===== config.mk =====
export PLATFORM = sky130hd
export DESIGN_NAME = cpu_sequencer
export DESIGN_NICKNAME = d
export VERILOG_FILES = /design/src/rtl/cpu_sequencer.sv
export SDC_FILE = /design/constraint.sdc
export NUM_CORES = 1
export LEC_CHECK = 0
export CORE_MARGIN = 2
export CORE_UTILIZATION = 51
export CTS_BUF_LIST = sky130_fd_sc_hd__clkbuf_8
export DETAILED_ROUTE_END_ITERATION = 10
export GPL_TIMING_DRIVEN = 0
export PLACE_DENSITY = 0.95
export SYNTH_ARGS = -nofsm -noshare
export SYNTH_HDL_FRONTEND = slang
export SYNTH_SLANG_ARGS = --single-unit

===== constraint.sdc =====
create_clock -name clk -period 4.2 [get_ports clk]
set_input_delay 1.26 -clock clk [delete_from_list [all_inputs] [get_ports clk]]
set_output_delay 1.26 -clock clk [all_outputs]
set_load 0.005 [all_outputs]

===== src/rtl/cpu_sequencer.sv =====
// Multi-cycle instruction sequencer: FETCH -> EXEC -> [MEM] -> WB with run/step/stop
// control. Strobes are decoded from state plus decoder intent and forced low under reset.
module cpu_sequencer #(
    parameter int CNT_WIDTH = 16
) (
    input  logic                 clk,
    input  logic                 rst,
    input  logic                 run,
    input  logic                 step,
    input  logic                 reg_write,
    input  logic                 flags_write,
    input  logic                 is_mem_access,
    input  logic                 dm_write,
    input  logic                 is_stop,
    input  logic                 branch_taken,
    input  logic                 mem_ready,
    output logic                 ir_load,
    output logic                 pc_inc,
    output logic                 pc_load,
    output logic                 rf_we,
    output logic                 flags_we,
    output logic                 dm_req,
    output logic                 dm_we,
    output logic                 halted,
    output logic                 stopped,
    output logic [CNT_WIDTH-1:0] instr_count
);

    typedef enum logic [2:0] {
        S_HALT,
        S_FETCH,
        S_EXEC,
        S_MEM,
        S_WB,
        S_STOPPED
    } state_t;

    state_t state, state_nxt;
    logic   single, single_nxt;

    always_ff @(posedge clk) begin
        if (rst) begin
            state       <= S_HALT;
            single      <= 1'b0;
            instr_count <= '0;
        end else begin
            state  <= state_nxt;
            single <= single_nxt;
            if (state == S_WB)
                instr_count <= instr_count + CNT_WIDTH'(1);
        end
    end

    always_comb begin
        state_nxt  = state;
        single_nxt = single;
        ir_load    = 1'b0;
        pc_inc     = 1'b0;
        pc_load    = 1'b0;
        rf_we      = 1'b0;
        flags_we   = 1'b0;
        dm_req     = 1'b0;
        dm_we      = 1'b0;
        case (state)
            S_HALT: begin
                if (run) begin
                    state_nxt  = S_FETCH;
                    single_nxt = 1'b0;
                end else if (step) begin
                    state_nxt  = S_FETCH;
                    single_nxt = 1'b1;
                end
            end
            S_FETCH: begin
                ir_load   = 1'b1;
                state_nxt = S_EXEC;
            end
            S_EXEC: begin
                if (is_stop)
                    state_nxt = S_STOPPED;
                else if (is_mem_access || dm_write)
                    state_nxt = S_MEM;
                else
                    state_nxt = S_WB;
            end
            S_MEM: begin
                dm_req = 1'b1;
                dm_we  = dm_write;
                if (mem_ready)
                    state_nxt = S_WB;
            end
            S_WB: begin
                rf_we     = reg_write;
                flags_we  = flags_write;
                pc_load   = branch_taken;
                pc_inc    = !branch_taken;
                state_nxt = (run && !single) ? S_FETCH : S_HALT;
            end
            S_STOPPED: state_nxt = S_STOPPED;
            default:   state_nxt = S_HALT;
        endcase
        // Reset must silence every strobe in the very cycle it is sampled.
        if (rst) begin
            ir_load  = 1'b0;
            pc_inc   = 1'b0;
            pc_load  = 1'b0;
            rf_we    = 1'b0;
            flags_we = 1'b0;
            dm_req   = 1'b0;
            dm_we    = 1'b0;
        end
    end

    assign halted  = (state == S_HALT) || (state == S_STOPPED);
    assign stopped = (state == S_STOPPED);

endmodule


; Yosys cells after proc, flatten, opt, wreduce, memory -nomap -nowiden
; Cells that the tools add are included.
[classes]
reduce_logical = 9
add_sub_neg = 1
eq_ne = 7
muxes = 23
[op_table]
columns = op, n
row1 = $pmux 3 s6, 1
row2 = $mux 1, 17
row3 = $add 16x1->16 const B, 1
row4 = $mux 3, 5
row5 = $eq 3x2->1 const B, 2
row6 = $eq 3x3->1 const B, 2
row7 = $reduce_and 2->1, 2
row8 = $eq 3x1->1 const B, 1
row9 = $logic_not 3->1, 1
row10 = $ne 3x3->1 const B, 1
row11 = $logic_not 1->1, 2
row12 = $logic_or 1x1->1, 2
row13 = $ne 2x2->1 const B, 1
row14 = $reduce_bool 2->1, 1
row15 = $logic_and 1x1->1, 1
[totals]
reg_bits = 20
output_inout_bits = 25
wordCells = 43
input_bits = 11

; Depth between registers and ports, before layout
; Gate-level depths: netlist of the first run.
[logic_depth]
ltp_word = 4
mapped_depth = 5
depth_no_buf = 5

; Worst setup path before layout of the first run
; Ideal clock, no wire load.
[synth_timing]
path_kind = input to output
start = in rst
end = out flags_we
n_path_buf = 2
path_slack_ns = 0.903
arrival_ns = 2.037
required_time_ns = 2.940
stages = 4
path_cell_list = clkbuf_1 > clkbuf_1 > nor2_1 > and2_1
[synth_via]
elab_chain_len = 1
[synth_lines]
columns = item, line
row1 = from (decl), 7  ; input logic rst,
row2 = $mux 1, 103  ; if (rst) begin
row3 = to (decl), 21  ; output logic flags_we,
; Every way passes these cells.

; Worst setup path in the final report of the first run
[layout_timing]
start = in rst
end = out pc_load
[layout_via]
elab_chain_len = 1
[layout_lines]
columns = item, line
row1 = $mux 1, 103
row2 = to (decl), 19  ; output logic pc_load,
; Every way passes these cells.

==> impl_metrics.json, run 1 <==
{
  "outcome": "finished clean",
  "timing.final.crit_share_pct": 96.10,
  "rr_endpoint": "instr_count[13]",
  "critPathLaunchType": "input pin",
  "dr.pass1.iters": 4,
  "worst_slew_pin_slew_ps": 496.8,
  "area_delta_synth_final_pct": 38.71,
  "die_h_um": 50.62,
  "htreeDepth": 1,
  "hp-start": "single",
  "drv_slew": 0,
  "min_period_ps": 4036,
  "grt_util_all_layers_pct": 23.47,
  "die_w_um": 50.62,
  "gp_congestion": 0.7593,
  "synth.net_count": 144,
  "dominantRegCellSynth": "dfxtp_1",
  "startpoint": "rst",
  "yosysTopAreaCellShare_pct": 36.12,
  "min-delay-path-class": "flip-flop to flip-flop",
  "syn_inst": 132,
  "crit_end": "pc_load",
  "cts_tree": "built",
  "holdBufCountCts": 0,
  "hold_ws_ps": 520.2,
  "grt_max_degree": 12,
  "io_pins": 36,
  "antenna_found_initial": 0,
  "clk_pin_slew_ps": 70,
  "setup_tns_ps": 0,
  "slew_headroom_pct": 66.62,
  "switching_share_pct": 25.99,
  "synth_area_leaders": "dfxtp_1 36%, nor2_1 7.1%, xnor2_1 6.3%",
  "gr-total-overflow": 0,
  "port_buffers": 34,
  "finClkSkew_ps": 2.787,
  "postCtsSetupRepairBufs": 0,
  "via_count": 1039,
  "cts.sinks": 20,
  "route.detailed.drc": 0,
  "syn_avg_cell_area_um2": 8.398,
  "dpl.hpwl_um": 1944,
  "netlist_area_um2": 1109,
  "wl_per_cell_um": 13.48,
  "rows": 16,
  "root_buffer": "clkbuf_8",
  "diodes": 0,
  "synth-edff-count": 0,
  "cts_buffer_depth": 2,
  "ys_ff_latch": 20,
  "ant_nets": 0,
  "cts_resized": 0,
  "p_int_uw": 323.7,
  "r2r-start": "instr_count[0]",
  "clock.fmax_mhz": 247.8,
  "synth-seq-area-share_pct": 36.12,
  "setup_viol": 0,
  "dieArea_um2": 2562,
  "synthArstFlopShare_pct": 0,
  "grt_first_pass_wirelength_um": 4636,
  "required_ps": 2940,
  "max-vdd-ir-drop_v": 0.0001742,
  "avgViaCountPerCell": 5.274,
  "max-cap-violations": 0,
  "design.core.area_um2": 2002,
  "start_util_pct": 55.37,
  "pwr-share-comb_pct": 19.2,
  "crit_fanout": 10,
  "yosysTopAreaCell": "dfxtp_1",
  "p_sw_uw": 113.7,
  "final_net_count": 183,
  "cts_inserted_buffers": 3,
  "hold_violations": 0,
  "synth.distinct_cells": 36,
  "p_per_area_nw_per_um2": 284.4,
  "power_leakage_nw": 0.5384,
  "reg2reg_slack_ps": 2590,
  "initialDrtViolationCount": 12,
  "seqPwrFrac_pct": 46.5,
  "worstSetupPathType": "input pin to primary output",
  "cp-end-kind": "primary output",
  "arrival_ps": 2780,
  "rsz0062_at_grt": "false",
  "ff2ff_path_depth": 4,
  "drt_wl_total_um": 2656,
  "clockPowerShare_pct": 34.3,
  "drive_gt1_share_pct": 8.824,
  "ys_warn_count": 0,
  "clk_latency_ps": 260,
  "grt_pass1_vias": 1069
}
## placed cells by master, fill, tap and decap left out, drive strengths merged
master | Yosys | layout
clkdlybuf4s50 | 0 | 34
mux2 | 3 | 3
buf | 2 | 2
a31o | 1 | 1
and3 | 1 | 1
dfxtp | 20 | 20
nand3 | 9 | 9
nor3 | 9 | 9
or3b | 1 | 1
nor2b | 4 | 4
ha | 1 | 1
xnor2 | 8 | 8
nand2b | 2 | 2
a21oi | 7 | 7
nor2 | 22 | 22
o22ai | 1 | 1
o21ai | 4 | 4
or3 | 1 | 1
nand4 | 1 | 1
nor4b | 1 | 1
o211ai | 1 | 1
or2 | 1 | 1
a211oi | 1 | 1
and3b | 1 | 1
inv | 4 | 4
nand2 | 9 | 9
and2 | 4 | 4
nor4 | 4 | 4
nand4bb | 1 | 1
xor2 | 3 | 3
clkbuf | 5 | 9
## worst min-delay path by stage
stage | end | cells after the start
finish | single | 2
global placement | instr_count[1] | 2
floorplan | single | 2
CTS | single | 2
global route | single | 2
detailed placement | single | 2
## layer usage
layer  GRT usage (%)  up-vias  wire (um)
met5               0        -          0
met4           9.009        0         24
met3           4.167        2        123
met2           42.76       28       1368
met1           26.94      484       1140
li1                -      525          -
## worst max-delay path: stages
cell,delay (ps)
clkbuf_1,300
clkbuf_1,440
nor2_1,130
and2_1,190
clkdlybuf4s50_1,450
## metrics by stage
step	instance area, um2	worst slack (ps)	power, mW	std cells	utilization (%)
after global placement	1483	280.8	0.2866	193	74.06
after CTS	1538	188.7	0.4377	197	76.81
after global routing	1538	36.17	0.4542	197	76.81
after floorplan	1109	903.0	0.2552	132	-
final	1538	163.8	0.4373	197	76.81
after detailed placement	1483	230.1	0.2914	193	74.06
## power by group through the flow
stage / logic, mW / clock network, mW / registers [mW]
5_1_grt: 0.0932 / 0.157 / 0.205
6_report: 0.0840 / 0.150 / 0.203
3_3_place_gp: 0.0790 / 0 / 0.208
4_1_cts: 0.0843 / 0.150 / 0.203
2_1_floorplan: 0.0488 / 0 / 0.206
3_5_place_dp: 0.0834 / 0 / 0.208
## synth_stat cells (2+ instances only)
| cell | n |
|---|---|
| and2_1 | 4 |
| nor3_1 | 8 |
| nand2_1 | 9 |
| clkbuf_1 | 5 |
| nor2_1 | 21 |
| nand3_1 | 9 |
| a21oi_1 | 7 |
| dfxtp_1 | 20 |
| nor2b_1 | 4 |
| nor4_2 | 2 |
| xnor2_1 | 8 |
| xor2_1 | 3 |
| mux2_1 | 2 |
| nand2b_1 | 2 |
| o21ai_0 | 4 |
| inv_1 | 4 |
## registers in the layout, indices dropped and copies added, names as in the netlist
name / cells
single: 1
state: 3
instr_count: 16
## cells by family after synthesis
group	count (synthesis)	share of synthesized area, %
buffers and inverters	11	4.401
AND/OR/NAND/NOR	71	38.60
multiplexers	3	3.385
AO/OA/AOI/OAI	15	7.676
XOR/XNOR	11	8.691
adder cells (fa/ha/maj)	1	1.128
flip-flops	20	36.12
## cell type report
type / count / area [um2]
multi-input combinational: 101 / 659.4
clock buffer: 4 / 55.05
tap: 27 / 33.78
buffer: 7 / 33.78
fill: 147 / 464.2
timing repair buffer: 34 / 340.3
sequential: 20 / 400.4
inverter: 4 / 15.01
No activity file was read; power rests on OpenSTA's default activity.
==> run 2: changes to the inputs <==
- CTS_BUF_LIST: sky130_fd_sc_hd__clkbuf_8 -> sky130_fd_sc_hd__clkbuf_2
==> run 2 against run 1 <==
Net effect:
- die area is the same
- critical path depth unchanged
- critical path type unchanged
- largest power group unchanged
- sequential cell count unchanged
- largest cell class unchanged
- setup slack gained 49 ps
==> impl_metrics.json, run 2 (same netlist as run 1, synthesis figures left out) <==
{
  "p_sw_uw": 107.0,
  "final_cell_mix": "34 x clkdlybuf4s50_1, 21 x nor2_1, 20 x dfxtp_1",
  "holdBufCountCts": 0,
  "postCtsSetupRepairBufs": 0,
  "p_per_area_nw_per_um2": 245.3,
  "start_util_pct": 55.37,
  "gr-total-overflow": 0,
  "cts_buffer_depth": 2,
  "dpl_cell_area_um2": 1483,
  "area_delta_synth_final_pct": 35.44,
  "dieArea_um2": 2562,
  "required_ps": 2940,
  "crit_fanout": 10,
  "critPathLaunchType": "input pin",
  "ant_nets": 0,
  "largest_reg_flops": 16,
  "worst_slew_pin_slew_ps": 490.4,
  "busiest_layer": "met2",
  "grt_use_met3_pct": 3.274,
  "switching_share_pct": 29.06,
  "cp-end-kind": "primary output",
  "route.detailed.drc": 0,
  "dp_slack_ps": 230.1,
  "post-place-cells": 193,
  "wl_per_cell_um": 12.90,
  "layout_commonest_cell": "clkdlybuf4s50_1",
  "largest-register": "instr_count",
  "max-vdd-ir-drop_v": 0.0001904,
  "max-cap-violations": 0,
  "clk_latency_ps": 320,
  "initialDrtViolationCount": 9,
  "fin_ws_ps": 213.3,
  "root_buffer": "clkbuf_2",
  "setup_tns_ps": 0,
  "rows": 16,
  "arrival_ps": 2730,
  "clock.fmax_mhz": 250.8,
  "use_met1_pct": 26.20,
  "grt_pass1_vias": 1054,
  "port_buffers": 34,
  "slowest_delay_ps": 460,
  "power_leakage_nw": 0.5236,
  "hold_violations": 0,
  "via_count": 1049,
  "antenna_found_initial": 0,
  "min_period_ps": 3987,
  "avgViaCountPerCell": 5.325,
  "critPathSlowestCell": "clkdlybuf4s50_1",
  "cts.sinks": 20,
  "pwr-share-comb_pct": 22.8,
  "timing.final.crit_share_pct": 94.92,
  "drv_slew": 0,
  "min-delay-path-class": "flip-flop to flip-flop",
  "gr-usage-met2_pct": 40.13,
  "cts_tree": "built",
  "worstSetupPathType": "input pin to primary output",
  "diodes": 0,
  "grt_util_all_layers_pct": 22.22,
  "dpl.hpwl_um": 1944,
  "finClkSkew_ps": 12.46,
  "dr.pass1.iters": 4,
  "clk_pin_slew_ps": 190,
  "io_pins": 36,
  "setup_viol": 0,
  "fill_cells": 154,
  "rsz0062_at_grt": "false",
  "die_h_um": 50.62,
  "grt_first_pass_wirelength_um": 4457,
  "cts_resized": 0,
  "crit_chain": "clkbuf_1, clkbuf_1, nor2_1, and2_1, clkdlybuf4s50_1",
  "outcome": "finished clean",
  "seqPwrFrac_pct": 55.4,
  "drive_gt1_share_pct": 8.235,
  "drt_wl_total_um": 2541,
  "top_regs": "instr_count: 16 flops, state: 3 flops, single: 1 flops",
  "p_int_uw": 261.2,
  "slew_headroom_pct": 67.05,
  "design.core.area_um2": 2002,
  "grt_max_degree": 12,
  "die_w_um": 50.62,
  "worst_path_most_repeated_cell": "clkbuf_1",
  "final_net_count": 183,
  "gp_congestion": 0.7593,
  "htreeDepth": 1,
  "final_cells": 197,
  "clockPowerShare_pct": 21.7,
  "final_area_um2": 1501,
  "cts_inserted_buffers": 3
}
run 2: final cells by class:
type | count | area [um2] | share of cell area [%]
multi-input cells | 101 | 659.4 | 43.92
flip-flops and latches | 20 | 400.4 | 26.67
repair buffers | 34 | 340.3 | 22.67
plain buffers | 7 | 33.78 | 2.250
well taps | 27 | 33.78 | 2.250
clock buffers | 3 | 15.01 | 1.000
inverters | 4 | 15.01 | 1.000
clock inverters | 1 | 3.754 | 0.2500
run 2: final timing paths:
path	from	endpoint	slack (ps)	depth (start not counted)
worst min register to register	single	single	530	2
worst max register to register	instr_count[0]	instr_count[13]	2620	4
worst max-delay path	rst	pc_load	210	5
worst min-delay path	single	single	530	2
run 2: worst max-delay path: cells and delay by family:
family                 cells  cell delay, ps
buffers and inverters      3            1150
and+or+nand+nor            2             320
run 2: routing by layer:
layer,vias to the layer above,share of wire (%)
met2,38,51
met5,-,0
li1,525,-
met1,482,43
met4,0,0.75
met3,4,4.9
run 2: stage by stage:
| stage | utilization [%] | total power [mW] | hold WS (ps) |
|---|---|---|---|
| final | 75.00 | 0.3682 | 534.4 |
| after global routing | 75.00 | 0.3859 | 565.9 |
| after CTS | 75.00 | 0.3692 | 533.8 |
| after detailed placement | 74.06 | 0.2914 | 512.1 |
| after global placement | 74.06 | 0.2866 | 498.8 |
| after floorplan | - | 0.2552 | 491.4 |
run 2: power by group through the flow:
| stage | registers [mW] | clock network, mW | logic (mW) |
|---|---|---|---|
| finish | 0.204 | 0.0800 | 0.0841 |
| detailed placement | 0.208 | 0 | 0.0834 |
| global placement | 0.208 | 0 | 0.0790 |
| CTS | 0.204 | 0.0812 | 0.0841 |
| floorplan | 0.206 | 0 | 0.0488 |
| global route | 0.205 | 0.0875 | 0.0930 |
==> run 3: changes to the inputs <==
- CORE_MARGIN: 2 -> default
- CORE_UTILIZATION: 51 -> 31
- PLACE_DENSITY: 0.95 -> 0.67
==> run 3 against run 2 <==
Net effect:
- register-to-register slack lost 40 ps
- worst hold slack lost 10 ps
- clock power shrank 2%
- clock skew shrank 11 ps
- critical path type unchanged
- critical endpoint is now flags_we
- largest power group unchanged
==> impl_metrics.json, run 3 (same netlist as run 1, synthesis figures left out) <==
{
  "cts_tree": "built",
  "postCtsSetupRepairBufs": 0,
  "route.detailed.drc": 0,
  "die_w_um": 61.80,
  "antenna_found_initial": 0,
  "dieArea_um2": 3819,
  "wl_per_cell_um": 10.87,
  "cts_resized": 0,
  "critPathSlowestCell": "clkdlybuf4s50_1",
  "final_net_count": 183,
  "cts.sinks": 20,
  "drt_wl_total_um": 2337,
  "via_count": 1020,
  "max-vdd-ir-drop_v": 0.00009251,
  "wl_met1_um": 1114,
  "gr-total-overflow": 0,
  "drive_gt1_share_pct": 8.284,
  "met3_length_um": 115,
  "reg2reg_slack_ps": 2580,
  "rr_endpoint": "instr_count[13]",
  "start_util_pct": 32.71,
  "timing.final.crit_share_pct": 93.57,
  "ff2ff_path_depth": 4,
  "clk_latency_ps": 320,
  "cts_buffer_depth": 2,
  "outcome": "finished clean",
  "r2r-start": "instr_count[0]",
  "setup_tns_ps": 0,
  "crit_fanout": 10,
  "grt_max_degree": 11,
  "hp-start": "instr_count[1]",
  "io_pins": 36,
  "rows": 21,
  "final_cell_mix": "34 x clkdlybuf4s50_1, 21 x nor2_1, 20 x dfxtp_1",
  "setup_viol": 0,
  "design.core.area_um2": 3390,
  "clk_pin_slew_ps": 180,
  "worstSetupPathType": "input pin to primary output",
  "arrival_ps": 2670,
  "dr.pass1.iters": 4,
  "multiInputGateArea_um2": 659.4,
  "cts_inserted_buffers": 3,
  "crit_chain": "clkbuf_1, clkbuf_1, nor2_1, and2_1, clkdlybuf4s50_1",
  "diodes": 0,
  "dpl.hpwl_um": 1812,
  "clock.fmax_mhz": 254.5,
  "max-cap-violations": 0,
  "top_regs": "instr_count: 16 flops, state: 3 flops, single: 1 flops",
  "drv_slew": 0,
  "ant_nets": 0,
  "min_path_cells": 2,
  "grt_first_pass_wirelength_um": 3739,
  "htreeDepth": 1,
  "power_leakage_nw": 0.5221,
  "slowest_delay_ps": 440,
  "finClkSkew_ps": 1.722,
  "hold_violations": 0,
  "cp-end-kind": "primary output",
  "rsz0062_at_grt": "false",
  "wl_met2_um": 1079,
  "p_per_area_nw_per_um2": 239.6,
  "layout_commonest_cell": "clkdlybuf4s50_1",
  "min_period_ps": 3930,
  "cpLargestDelayFamily": "buffers and inverters",
  "final_area_um2": 1521,
  "critPathLaunchType": "input pin",
  "min-delay-path-class": "flip-flop to flip-flop",
  "grt_util_all_layers_pct": 13.30,
  "port_buffers": 34,
  "fill_cells": 332,
  "initialDrtViolationCount": 53,
  "required_ps": 2940,
  "holdBufCountCts": 0,
  "die_h_um": 61.80,
  "seq_area_um2": 400.4,
  "largest_reg_flops": 16,
  "hold_end": "instr_count[1]",
  "worst_slew_pin_slew_ps": 445.3,
  "highest_layer": "met4",
  "gp_congestion": 0.7720,
  "avgViaCountPerCell": 4.744,
  "grt_pass1_vias": 909,
  "dpl_cell_area_um2": 1506,
  "slew_headroom_pct": 70.31,
  "worst_path_most_repeated_cell": "clkbuf_1",
  "root_buffer": "clkbuf_2",
  "largest-register": "instr_count",
  "area_delta_synth_final_pct": 37.25,
  "cp_num_buf_inv": 3
}
[run 3: cell count changes in the layout (fill, tap and decap cells not counted)]
cell | before | now
clkinv_1 | 1 | 0
[run 3: final cells by class]
| class | count | share of cell area, % |
|---|---|---|
| well taps | 46 | 3.783 |
| inverters | 4 | 0.9868 |
| multi-input cells | 101 | 43.34 |
| plain buffers | 7 | 2.220 |
| clock buffers | 3 | 0.9868 |
| repair buffers | 34 | 22.37 |
| flip-flops and latches | 20 | 26.32 |
[run 3: worst reg2reg max path: cells and delay by family (launching register included)]
kind             cells  cell delay, ps
flip-flops           1             460
multiplexers         1             300
AND/OR/NAND/NOR      3             780
[run 3: how the worst max path moves through the flow]
stage / cells after the start / end / slack [ps] / start
floorplan: 4 / flags_we / 900 / rst
global placement: 5 / rf_we / 250 / rst
detailed placement: 5 / flags_we / 230 / rst
CTS: 5 / flags_we / 240 / rst
global route: 5 / rf_we / 100 / rst
finish: 5 / flags_we / 270 / rst
[run 3: report_power, final]
group	switching [mW]	leakage (nW)	internal (mW)	total [mW]
registers	0.00697	0.162	0.197	0.204
clock network	0.0588	0.0125	0.0195	0.0782
logic	0.0388	0.348	0.0432	0.0820
[run 3: metal layers]
layer	global-route usage, %	up-vias
li1	-	524
met1	16.31	462
met2	21.97	31
met3	2.692	3
met4	6.984	0
met5	0	-
[run 3: per-stage QoR]
| step | worst slack [ps] | cells | hold slack [ps] | utilization [%] | total power [mW] |
|---|---|---|---|---|---|
| after floorplan | 903.0 | 132 | 491.4 | - | 0.2552 |
| after global placement | 251.1 | 212 | 502.5 | 44.44 | 0.2875 |
| after detailed placement | 234.6 | 212 | 509.1 | 44.44 | 0.2901 |
| after CTS | 236.8 | 215 | 530.7 | 44.89 | 0.3701 |
| after global routing | 99.18 | 215 | 562.7 | 44.89 | 0.3898 |
| final | 270.0 | 215 | 524.4 | 44.89 | 0.3645 |
